## src/rtl/bus_pkg.sv

```systemverilog
// rtl/bus_pkg.sv - shared types, IDs and error-flag indices for the bus device endpoint
package bus_pkg;

    localparam int ID_W = 8;
    localparam logic [ID_W-1:0] BROADCAST_ID = 8'hFF;

    localparam int PCKG_SZ = 16;
    typedef logic [PCKG_SZ-1:0] pkt_t;

    // Destination ID lives in the top byte of every packet.
    function automatic logic [ID_W-1:0] dest_id(input pkt_t pkt);
        return pkt[PCKG_SZ-1 -: ID_W];
    endfunction

    localparam int ERR_W        = 3;
    localparam int ERR_TX_OVF   = 0;
    localparam int ERR_POP_UDF  = 1;
    localparam int ERR_MISROUTE = 2;

endpackage

```

## src/rtl/bus_ep_fifo.sv

```systemverilog
// rtl/bus_ep_fifo.sv - first-word-fall-through FIFO with same-cycle write/read rules
//
// Ports:
//   clk, reset   rising-edge clock, synchronous active-high reset
//   wr, wdata    write strobe and data; accepted when not full, or when full
//                and a read is accepted in the same cycle
//   rd, rdata    read strobe; rdata shows the head word (0 when empty)
//   count        occupancy 0..depth
//   full, empty  occupancy flags
//   ovf, udf     single-cycle pulses: write dropped / read while empty
module bus_ep_fifo #(
    parameter int width = 16,
    parameter int depth = 8
) (
    input  logic                     clk,
    input  logic                     reset,
    input  logic                     wr,
    input  logic [width-1:0]         wdata,
    input  logic                     rd,
    output logic [width-1:0]         rdata,
    output logic [$clog2(depth):0]   count,
    output logic                     full,
    output logic                     empty,
    output logic                     ovf,
    output logic                     udf
);

    localparam int PW = (depth > 1) ? $clog2(depth) : 1;
    localparam int CW = $clog2(depth) + 1;
    localparam logic [PW-1:0] LAST_PTR = PW'(depth - 1);
    localparam logic [CW-1:0] DEPTH_C  = CW'(depth);

    logic [width-1:0] mem [depth];
    logic [PW-1:0]    wr_ptr;
    logic [PW-1:0]    rd_ptr;
    logic [CW-1:0]    count_q;
    logic             rd_ok;
    logic             wr_ok;

    assign full  = (count_q == DEPTH_C);
    assign empty = (count_q == '0);
    assign count = count_q;

    // A full FIFO still takes a write when the head leaves in the same cycle;
    // an empty FIFO never serves a read, even if a write lands alongside it.
    assign rd_ok = rd && !empty;
    assign wr_ok = wr && (!full || rd_ok);
    assign ovf   = wr && !wr_ok;
    assign udf   = rd && empty;

    assign rdata = empty ? '0 : mem[rd_ptr];

    always_ff @(posedge clk) begin
        if (wr_ok) begin
            mem[wr_ptr] <= wdata;
        end
    end

    always_ff @(posedge clk) begin
        if (reset) begin
            wr_ptr  <= '0;
            rd_ptr  <= '0;
            count_q <= '0;
        end else begin
            if (wr_ok) begin
                wr_ptr <= (wr_ptr == LAST_PTR) ? '0 : wr_ptr + PW'(1);
            end
            if (rd_ok) begin
                rd_ptr <= (rd_ptr == LAST_PTR) ? '0 : rd_ptr + PW'(1);
            end
            case ({wr_ok, rd_ok})
                2'b10:   count_q <= count_q + CW'(1);
                2'b01:   count_q <= count_q - CW'(1);
                default: count_q <= count_q;
            endcase
        end
    end

endmodule

```

## src/rtl/bus_dev_endpoint.sv

```systemverilog
// rtl/bus_dev_endpoint.sv - device-side bus port: TX FIFO to the bus, address-filtered RX FIFO to the host
//
// Ports:
//   clk, reset            rising-edge clock, synchronous active-high reset
//   tx_wr, tx_data        host writes into the TX FIFO
//   tx_full, tx_count     TX FIFO status
//   pndng, D_pop, pop     TX head presented to the bus, bus pops it
//   push, D_push          bus delivers a word to this port
//   rx_valid, rx_data     RX head presented to the host
//   rx_rd                 host consumes the RX head
//   rx_drop_cnt           saturating count of accepted words lost to a full RX FIFO
//   err_flags             sticky [0] tx overflow, [1] pop underflow, [2] misroute
module bus_dev_endpoint
    import bus_pkg::*;
#(
    parameter int              pckg_sz   = 16,
    parameter int              fifo_size = 8,
    parameter logic [ID_W-1:0] dev_id    = 8'd0,
    parameter logic [ID_W-1:0] broadcast = BROADCAST_ID
) (
    input  logic                         clk,
    input  logic                         reset,
    input  logic                         tx_wr,
    input  logic [pckg_sz-1:0]           tx_data,
    output logic                         tx_full,
    output logic [$clog2(fifo_size):0]   tx_count,
    output logic                         pndng,
    output logic [pckg_sz-1:0]           D_pop,
    input  logic                         pop,
    input  logic                         push,
    input  logic [pckg_sz-1:0]           D_push,
    output logic                         rx_valid,
    output logic [pckg_sz-1:0]           rx_data,
    input  logic                         rx_rd,
    output logic [15:0]                  rx_drop_cnt,
    output logic [ERR_W-1:0]             err_flags
);

    logic                         tx_empty;
    logic                         tx_ovf;
    logic                         tx_udf;

    logic                         rx_full_unused;
    logic                         rx_empty;
    logic [$clog2(fifo_size):0]   rx_count_unused;
    logic                         rx_drop;
    logic                         rx_udf_unused;

    logic [ID_W-1:0]              push_dest;
    logic                         id_match;
    logic                         accept;

    logic [15:0]                  drop_cnt_q;
    logic [ERR_W-1:0]             err_q;

    bus_ep_fifo #(
        .width (pckg_sz),
        .depth (fifo_size)
    ) u_tx_fifo (
        .clk   (clk),
        .reset (reset),
        .wr    (tx_wr),
        .wdata (tx_data),
        .rd    (pop),
        .rdata (D_pop),
        .count (tx_count),
        .full  (tx_full),
        .empty (tx_empty),
        .ovf   (tx_ovf),
        .udf   (tx_udf)
    );

    assign pndng = !tx_empty;

    // Combinational filter on the delivered word; no extra pipeline stage.
    assign push_dest = D_push[pckg_sz-1 -: ID_W];
    assign id_match  = (push_dest == dev_id) || (push_dest == broadcast);
    assign accept    = push && id_match;

    // An accepted word that the RX FIFO refuses shows up as its ovf pulse.
    bus_ep_fifo #(
        .width (pckg_sz),
        .depth (fifo_size)
    ) u_rx_fifo (
        .clk   (clk),
        .reset (reset),
        .wr    (accept),
        .wdata (D_push),
        .rd    (rx_rd),
        .rdata (rx_data),
        .count (rx_count_unused),
        .full  (rx_full_unused),
        .empty (rx_empty),
        .ovf   (rx_drop),
        .udf   (rx_udf_unused)
    );

    assign rx_valid = !rx_empty;

    always_ff @(posedge clk) begin
        if (reset) begin
            drop_cnt_q <= '0;
            err_q      <= '0;
        end else begin
            if (rx_drop && (drop_cnt_q != 16'hFFFF)) begin
                drop_cnt_q <= drop_cnt_q + 16'd1;
            end
            if (tx_ovf) begin
                err_q[ERR_TX_OVF] <= 1'b1;
            end
            if (tx_udf) begin
                err_q[ERR_POP_UDF] <= 1'b1;
            end
            if (push && !id_match) begin
                err_q[ERR_MISROUTE] <= 1'b1;
            end
        end
    end

    assign rx_drop_cnt = drop_cnt_q;
    assign err_flags   = err_q;

endmodule

```

## config.mk

```make
export PLATFORM = sky130hd
export DESIGN_NAME = bus_dev_endpoint
export DESIGN_NICKNAME = d
export VERILOG_FILES = /design/src/rtl/bus_pkg.sv /design/src/rtl/bus_ep_fifo.sv /design/src/rtl/bus_dev_endpoint.sv
export SDC_FILE = /design/constraint.sdc
export NUM_CORES = 1
export LEC_CHECK = 0
export CAP_MARGIN = 20
export CELL_PAD_IN_SITES_DETAIL_PLACEMENT = 2
export CELL_PAD_IN_SITES_GLOBAL_PLACEMENT = 2
export CORE_MARGIN = 5
export CORE_UTILIZATION = 35
export CTS_CLUSTER_SIZE = 25
export DETAILED_ROUTE_END_ITERATION = 10
export MAX_ROUTING_LAYER = met4
export PLACE_DENSITY_LB_ADDON = 0.1
export SLEW_MARGIN = 15
export SYNTH_ARGS = -nofsm -noshare
export SYNTH_HDL_FRONTEND = slang
export SYNTH_SLANG_ARGS = --single-unit
```

## constraint.sdc

```tcl
create_clock -name clk -period 5.1 [get_ports clk]
set_input_delay 0.765 -clock clk [delete_from_list [all_inputs] [get_ports clk]]
set_output_delay 0.765 -clock clk [all_outputs]
set_load 0.02 [all_outputs]
```

Yosys cells after proc, flatten, opt, wreduce, memory -nomap -nowiden

Memories as Yosys holds them, arrays and structs flattened. A register that Yosys moved wholly into a read port is not among the register bits.
Cells that the tools add are included.

Reductions and logical operators: 25
Mux-type cells: 16
Add/subtract/negate cells: 9
Equal/unequal tests: 12

Operators with widths:

| kind                                                                  | count |
|---|---|
| 16-bit 2-to-1 mux                                                     | 2 |
| 3-bit 2-to-1 mux                                                      | 8 |
| 16-bit by 1-bit adder with 16-bit output, second input constant       | 1 |
| 16-bit != test, second input constant                                 | 1 |
| 4-bit one-hot mux with 2 select lines                                 | 2 |
| 3-bit by 1-bit adder with 3-bit output, second input constant         | 4 |
| 3-bit equality test, second input constant                            | 4 |
| 1-bit logical AND                                                     | 10 |
| 4-bit by 1-bit adder with 4-bit output, second input constant         | 2 |
| 4-bit equality test, second input constant                            | 2 |
| 8-bit equality test, second input constant                            | 1 |
| 4-bit logical NOT                                                     | 2 |
| 8-bit logical NOT                                                     | 1 |
| 4-bit by 1-bit subtractor with 4-bit output, second input constant    | 2 |
| 1-bit logical NOT                                                     | 7 |
| 2-bit by 1-bit equality test with 1-bit output, second input constant | 2 |
| 2-bit equality test, second input constant                            | 2 |
| 1-bit 2-to-1 mux                                                      | 4 |
| 2-bit nonzero test                                                    | 2 |
| 1-bit logical OR                                                      | 3 |

Memories: 2
Register bits: 39
Memory bits (writable): 256
Output and inout port bits: 58

Memories:

| name          | depth | width | read ports | clocked after Yosys merged registers in | write ports | line              | text |
|---|---|---|---|---|---|---|---|
| u_rx_fifo.mem | 8     | 16    | 1          | 1                                       | 1           | bus_ep_fifo.sv:33 | `logic [width-1:0] mem [depth];` |
| u_tx_fifo.mem | 8     | 16    | 1          | 1                                       | 1           | bus_ep_fifo.sv:33 |  |

Logic depth before layout (Yosys ltp)

Gate-level depths: netlist of run 1.

Word-level depth: 8
Depth in mapped cells: 10
Depth with buffers taken out: 10

By module

A second synthesis of run 1 with hierarchy kept.

Cell total of the unflattened synthesis: 695
Area total of the unflattened synthesis: 12226.7 um2

By module, submodules not included:

| module                  | seq. area each (um2) | area each (um2) | cells an instance | instances |
|---|---|---|---|---|
| bus_ep_fifo (u_rx_fifo) | 4103.9               | 5619.1          | 291               | 1 |
| bus_ep_fifo (u_tx_fifo) | 4103.9               | 5605.4          | 290               | 1 |
| bus_dev_endpoint        | 380.4                | 1002.2          | 114               | 1 |

Worst setup path after synthesis of run 1

Ideal clock, no wire load.

Path type: input-to-reg
Start point: input D_push[10]
End point: memory u_rx_fifo.mem[0][0] (enable)
Path slack: 1.511 ns
Cell stages on the path: 5
Setup time: 0.430 ns
Data arrival time: 3.159 ns
Required time: 4.670 ns
Path through: nor4_2 -> nand2_1 -> a21boi_4 -> nand2_1 -> nor4_1

Longest elaborated chain between the ends: 6
Elaborated cells between the ends (all ways): 7
Classes of those cells: eq/ne (1); mux (2); reduce/logical (4)

RTL lines:

| item                                                     | line                   | text |
|---|---|---|
| from (decl)                                              | bus_dev_endpoint.sv:31 | `input logic [pckg_sz-1:0] D_push,` |
| 8-bit equality test or 8-bit logical NOT (tied branches) | bus_dev_endpoint.sv:77 | `assign id_match = (push_dest == dev_id) \|\| (push_dest == broadcast);` |
| 1-bit logical OR (*)                                     | bus_dev_endpoint.sv:77 |  |
| 1-bit logical AND (*)                                    | bus_dev_endpoint.sv:78 | `assign accept = push && id_match;` |
| 1-bit logical AND (*)                                    | bus_ep_fifo.sv:47      | `assign wr_ok = wr && (!full \|\| rd_ok);` |
| 1-bit 2-to-1 mux (*)                                     | bus_ep_fifo.sv:54      | `if (wr_ok) begin` |
| 1-bit 2-to-1 mux (implied by the code) (*)               | bus_ep_fifo.sv:55      | `mem[wr_ptr] <= wdata;` |
| to (decl)                                                | bus_ep_fifo.sv:33      |  |

Mark *: on every way between the ends. The rest lies on a longest branch, timed or not.

==> results of run 1 <==
## worst paths after layout
kind,end,start,cells after the start,slack (ps)
worst max register to register,u_rx_fifo.count[3],u_rx_fifo.count[0],11,2390
worst min register to register,flip-flop,u_tx_fifo.rd_ptr[1],2,470
worst min-delay path,flip-flop,u_tx_fifo.rd_ptr[1],2,470
worst max-delay path,D_pop[0],flip-flop,5,1210
## registers in the layout, indices dropped and copies added, names as in the netlist, 4 cells and up, named ones only
| name | flops |
|---|---|
| u_tx_fifo.mem | 128 |
| u_rx_fifo.count | 4 |
| rx_drop_cnt | 16 |
| u_rx_fifo.mem | 128 |
| u_tx_fifo.count | 4 |
## final cells by class
| type | instances | area, um2 |
|---|---|---|
| antenna | 1 | 2.502 |
| clock buffer | 43 | 905.9 |
| clock inverter | 18 | 137.6 |
| fill | 3293 | 19380 |
| inverter | 10 | 37.54 |
| multi-input combinational | 337 | 3376 |
| sequential | 301 | 8593 |
| tap | 455 | 569.3 |
| timing repair buffer | 120 | 1201 |
## worst register-to-register path, stage by stage (launching register included)
cell and delay (ps):
dfxtp_1 380, nor4_4 280, buf_4 320, inv_2 110, nand2_4 160, nor2_1 120
ha_1 290, a21o_1 170, a21oi_1 200, a21oi_1 70, a22oi_1 160, mux2_2 350
## cell families after synthesis
group	after synthesis	share of synthesized area
mux	103	0.1535
buf+inv	37	0.01279
fa+ha+maj	15	0.01685
flops	301	0.7137
compound gates	34	0.01872
xor+xnor	17	0.01237
simple gates	168	0.07206
## layer usage
metal | vias to the layer above | global-route usage
met2 | 107 | 0.2628
met4 | 0 | 0.03413
met5 | - | -
li1 | 2925 | -
met1 | 3414 | 0.2195
met3 | 35 | 0.02657
## stage by stage
step,cell area [um2],cells,setup WS [ps],hold WS [ps]
finish,14820,1285,1208,472.3
global route,14820,1285,921.1,516.1
CTS,14750,1280,1039,475.7
detailed placement,13700,1219,1308,468.4
global placement,13680,1218,1376,462.4
floorplan,12030,675,1511,454.1
## cells in the final DEF (no fill, tap or decap), types with 3 or more instances in the layout
| master | n |
|---|---|
| xor2_1 | 5 |
| inv_1 | 9 |
| clkdlybuf4s50_1 | 94 |
| dfxtp_1 | 41 |
| clkbuf_16 | 35 |
| nor2_1 | 73 |
| a21o_1 | 3 |
| clkinv_2 | 4 |
| nor4_1 | 3 |
| clkbuf_1 | 8 |
| clkinv_1 | 9 |
| nor3_4 | 4 |
| nand4_1 | 6 |
| nor3_1 | 10 |
| and2_1 | 3 |
| a21oi_1 | 16 |
| nor4_2 | 5 |
| nor2_2 | 3 |
| nand2b_1 | 6 |
| nand3_1 | 13 |
| buf_4 | 20 |
| edfxtp_1 | 256 |
| ha_1 | 13 |
| nor3_2 | 5 |
| xnor2_1 | 12 |
| dfxtp_2 | 4 |
| nand2_1 | 20 |
| a31oi_1 | 5 |
| mux4_2 | 64 |
| mux2i_1 | 36 |
## where the power goes
part,internal (mW),switching [mW],total [mW]
Clock,1.36,0.940,2.30
Sequential,2.75,0.166,2.92
Combinational,0.841,0.847,1.69
==> flow_summary.yaml, run 1 <==
detailed_routing:
  drt-wirelength-per-cell_um: 23.16
  routed-wl-met2_um: 14780
  num_vias: 6481
  top_layer_used: "met4"
  dr.pass1.iters: 4
  wl_met3_um: 1014
  remaining_drc_errors: 0
  post_drt_via_cell_ratio: 5.044
  drtIter0Drc: 250
  wirelength_um: 29760
  wl_met1_um: 13500
  ant_nets: 0
worst_setup_path:
  critPathRequiredTime_ps: 4340
  setup.worst_path.class: "reg -> out"
  crit_chain: "buf_4 -> mux4_2 -> mux2i_1 -> nor2_1 -> clkdlybuf4s50_1"
  cpPeakStageDelay_ps: 950
  crit_fanout: 25
  cp_top_family: "flip-flops"
  cp-end-kind: "primary output"
  startpoint_type: "flip-flop"
  slowest_stage: "dfxtp_2"
  worst-path-buf-inv: 2
  crit_arrival_ps: 3130
synth:
  synth_edf_count: 256
  synth_area_leader_cell: "edfxtp_1"
  ys_seq_elements: 301
  netlist_top_cells_count: "edfxtp_1, nor2_1, mux4_2"
  synth_top_area_frac: 0.6389
  synth_top_flop_cell: "edfxtp_1"
  ys_async_sr_fraction: 0
  yosysSeqAreaShare: 0.7137
  yosys-top-cells-area: "edfxtp_1, mux4_2, dfxtp_1, mux2i_1, nor2_1"
  yosys_warnings: 0
  synth_nets: 728
  avgSynthCellArea_um2: 17.83
  ys_types: 51
  synthCells: 675
  synth_area_um2: 12030
  synth_most_common_cell: "edfxtp_1"
clock_network:
  post-cts-setup-buffer-count: 0
  cts_buffers: 35
  clockBufferDepth: 3
  clk_pin_slew_ps: 60
  clock_latency_ps: 500
  clkSinkCount: 301
  cts_hold_buf: 0
  cts_root_buffer: "clkbuf_16"
  cts_tree: "done"
  h-tree-depth: 2
  cts_resized: 0
placed_design:
  port-buffer-count: 95
  routabilityCongestion: 0.7101
  dp_hpwl_um: 18410
timing:
  fin_tns_setup_ps: 0
  setup_viol: 0
  slew_headroom: 0.3627
  fin_crit_ps: 3892
  fin_skew_ps: 13.50
  post-route-period-util: 0.7632
  max_freq_mhz: 256.9
  worst_pin_slew_ps: 956.0
  drv_slew: 0
  hold_viol: 0
  rsz0062_at_grt: "false"
global_routing:
  grt_max_degree: 33
  grt_util_all_layers: 0.1625
  grt_overflow: 0
  grt_pass1_vias: 7493
  antenna_found_initial: 1
  grt_pass1_wl_um: 46650
run:
  maxCapViolCount: 0
floorplan:
  core-area_um2: 34200
  initial_core_util: 0.3518
  die_h_um: 195.4
  die_x_um: 195.4
  ios: 96
  die_area_um2: 38190
  std_cell_rows: 68
power_and_ir_drop:
  finalPower_mw: 6.903
  p_leak_nw: 4.690
  powerDensity_nw_per_um2: 465.7
  ir_drop_uv: 317.1
layout:
  fin_util: 0.4334
  layout-drive-gt1-share: 0.2027
  synthToLayoutAreaGrowth_pct: 23.19
  final_nets: 858
min_path:
  hold_path_class: "reg -> reg"
outcome:
  status: "completed"
No activity file was read; power rests on OpenSTA's default activity.
==> run 2, diff against run 1 <==
clock period = 3.3 ns   (was 5.1 ns; I/O delays follow)
==> run 2 against run 1 <==
  * Final cell count rose by 0.78%
  * Power increased by 54%
  * Cell area increased by 0.65%
  * Clock power up 53%
  * Sequential share of layout area fell by 0.37 points
  * Critical path type unchanged
  * Critical endpoint is now D_pop[13]
  * Largest cell class unchanged
==> flow_summary.yaml, run 2 (synthesis results as in run 1) <==
worst_setup_path:
  cp-end-kind: "primary output"
  rr_endpoint: "u_tx_fifo.count[3]"
  setup.worst_path.class: "reg -> out"
  endpoint: "D_pop[13]"
  r2r_start: "u_tx_fifo.count[1]"
  crit_fanout: 24
  rr_worst_depth: 9
  critPathRequiredTime_ps: 2800
  startpoint_type: "flip-flop"
  rrSetupSlack_ps: 850
  crit_arrival_ps: 2620
global_routing:
  grt_util_all_layers: 0.1594
  antenna_found_initial: 0
  grt_overflow: 0
  use_met2: 0.2613
  busiest_layer: "met2"
  grt_max_degree: 33
  grt_util_met3: 0.02484
  gr-usage-met1: 0.2110
  grt_pass1_wl_um: 46010
  grt_pass1_vias: 7607
layout:
  layout-drive-gt1-share: 0.2095
  final_cell_mix: "edfxtp_1, clkdlybuf4s50_1, nor2_1"
  final_nets: 870
  fillCellCount: 3279
  synthToLayoutAreaGrowth_pct: 23.99
  diodes: 0
  layout_commonest_cell: "edfxtp_1"
placed_design:
  routabilityCongestion: 0.7622
  port-buffer-count: 95
  dp_hpwl_um: 18620
timing:
  rsz0062_at_grt: "false"
  fin_crit_ps: 3119
  setup_viol: 0
  fin_tns_setup_ps: 0
  hold_viol: 0
  max_freq_mhz: 320.6
  slew_headroom: 0.3740
  fin_skew_ps: 18.69
  post-route-period-util: 0.9452
  worst_pin_slew_ps: 936.1
  drv_slew: 0
detailed_routing:
  num_vias: 6557
  drt-wirelength-per-cell_um: 22.52
  remaining_drc_errors: 0
  post_drt_via_cell_ratio: 5.063
  drtIter0Drc: 297
  dr.pass1.iters: 4
  ant_nets: 0
  wirelength_um: 29170
clock_network:
  post-cts-setup-buffer-count: 0
  cts_tree: "done"
  cts_root_buffer: "clkbuf_16"
  clkSinkCount: 301
  clock_latency_ps: 510
  clk_pin_slew_ps: 50
  cts_buffers: 35
  clockBufferDepth: 3
  h-tree-depth: 2
floorplan:
  initial_core_util: 0.3518
  core-area_um2: 34200
  die_h_um: 195.4
  std_cell_rows: 68
  die_x_um: 195.4
  ios: 96
  die_area_um2: 38190
power_and_ir_drop:
  powerDensity_nw_per_um2: 714.7
  p_sw_mw: 3.012
  p_leak_nw: 4.768
  power.share.switching: 0.2824
  ir_drop_uv: 689.0
  sequentialPowerShare: 0.411
  combPwrFrac: 0.258
  finalPower_mw: 10.66
  p_int_mw: 7.651
  p_clk_frac: 0.331
run:
  maxCapViolCount: 0
min_path:
  hold_path_class: "reg -> reg"
outcome:
  status: "completed"
==> run 2: cell count changes in the layout (fill, tap and decap cells not counted), moves of 4 or more <==
| cell | before | now |
|---|---|---|
| clkinv_1 | 9 | 4 |
| nor3_4 | 4 | 0 |
| buf_4 | 20 | 29 |
| buf_12 | 1 | 8 |
| nor3_2 | 5 | 9 |
==> run 2: worst min-delay path by stage <==
stage / startpoint / endpoint / slack (ps) / cells past startpoint
after floorplan: u_tx_fifo.rd_ptr[1] / flip-flop / 450 / 2
after global placement: err_flags[0] / err_flags[0] / 460 / 2
after detailed placement: err_flags[1] / err_flags[1] / 470 / 2
after CTS: err_flags[2] / err_flags[2] / 500 / 2
after global routing: err_flags[1] / err_flags[1] / 550 / 2
final: err_flags[2] / err_flags[2] / 480 / 2
==> run 2: per-layer routing <==
layer  up-vias  wire length [um]
li1       2951                 -
met1      3444             13060
met2       117             14600
met3        45               973
met4         0               533
met5         -                 0
==> run 2: critical path, stage by stage (launching register included) <==
cell,delay (ps)
dfxtp_4,470
buf_12,260
mux4_2,530
mux2i_1,200
nor2_1,80
clkdlybuf4s50_1,560
==> run 2: final cells by class <==
cell class              instances  area (um2)  share of cell area
multi-input cells             337        3352              0.2247
well taps                     455       569.3             0.03816
clock inverters                12       83.83            0.005619
repair buffers                132        1329             0.08906
flip-flops and latches        301        8593              0.5760
inverters                      10       37.54            0.002516
clock buffers                  48       954.7             0.06399
==> run 2: power groups by stage <==
stage / combinational, mW / clock [mW] / sequential, mW
global route: 2.98 / 3.82 / 4.40
global placement: 2.75 / 0 / 4.45
CTS: 2.83 / 3.64 / 4.39
floorplan: 1.68 / 0 / 4.43
finish: 2.75 / 3.53 / 4.39
detailed placement: 2.82 / 0 / 4.47
==> run 2: through the flow <==
stage	setup WS [ps]	cells	cell area, um2	hold slack [ps]	util
final	181.0	1295	14920	481.9	0.4362
after global routing	37.44	1295	14920	545.0	0.4362
after CTS	100.6	1295	14920	495.7	0.4362
after detailed placement	100.7	1235	13880	471.4	0.4058
after global placement	133.3	1235	13880	456.2	0.4058
after floorplan	193.5	675	12040	454.1	-
==> run 2: repair_timing <==
item	CTS	global route
endpoints found under the setup margin	1	0
gates resized for setup	1	0
hold buffers	0	0
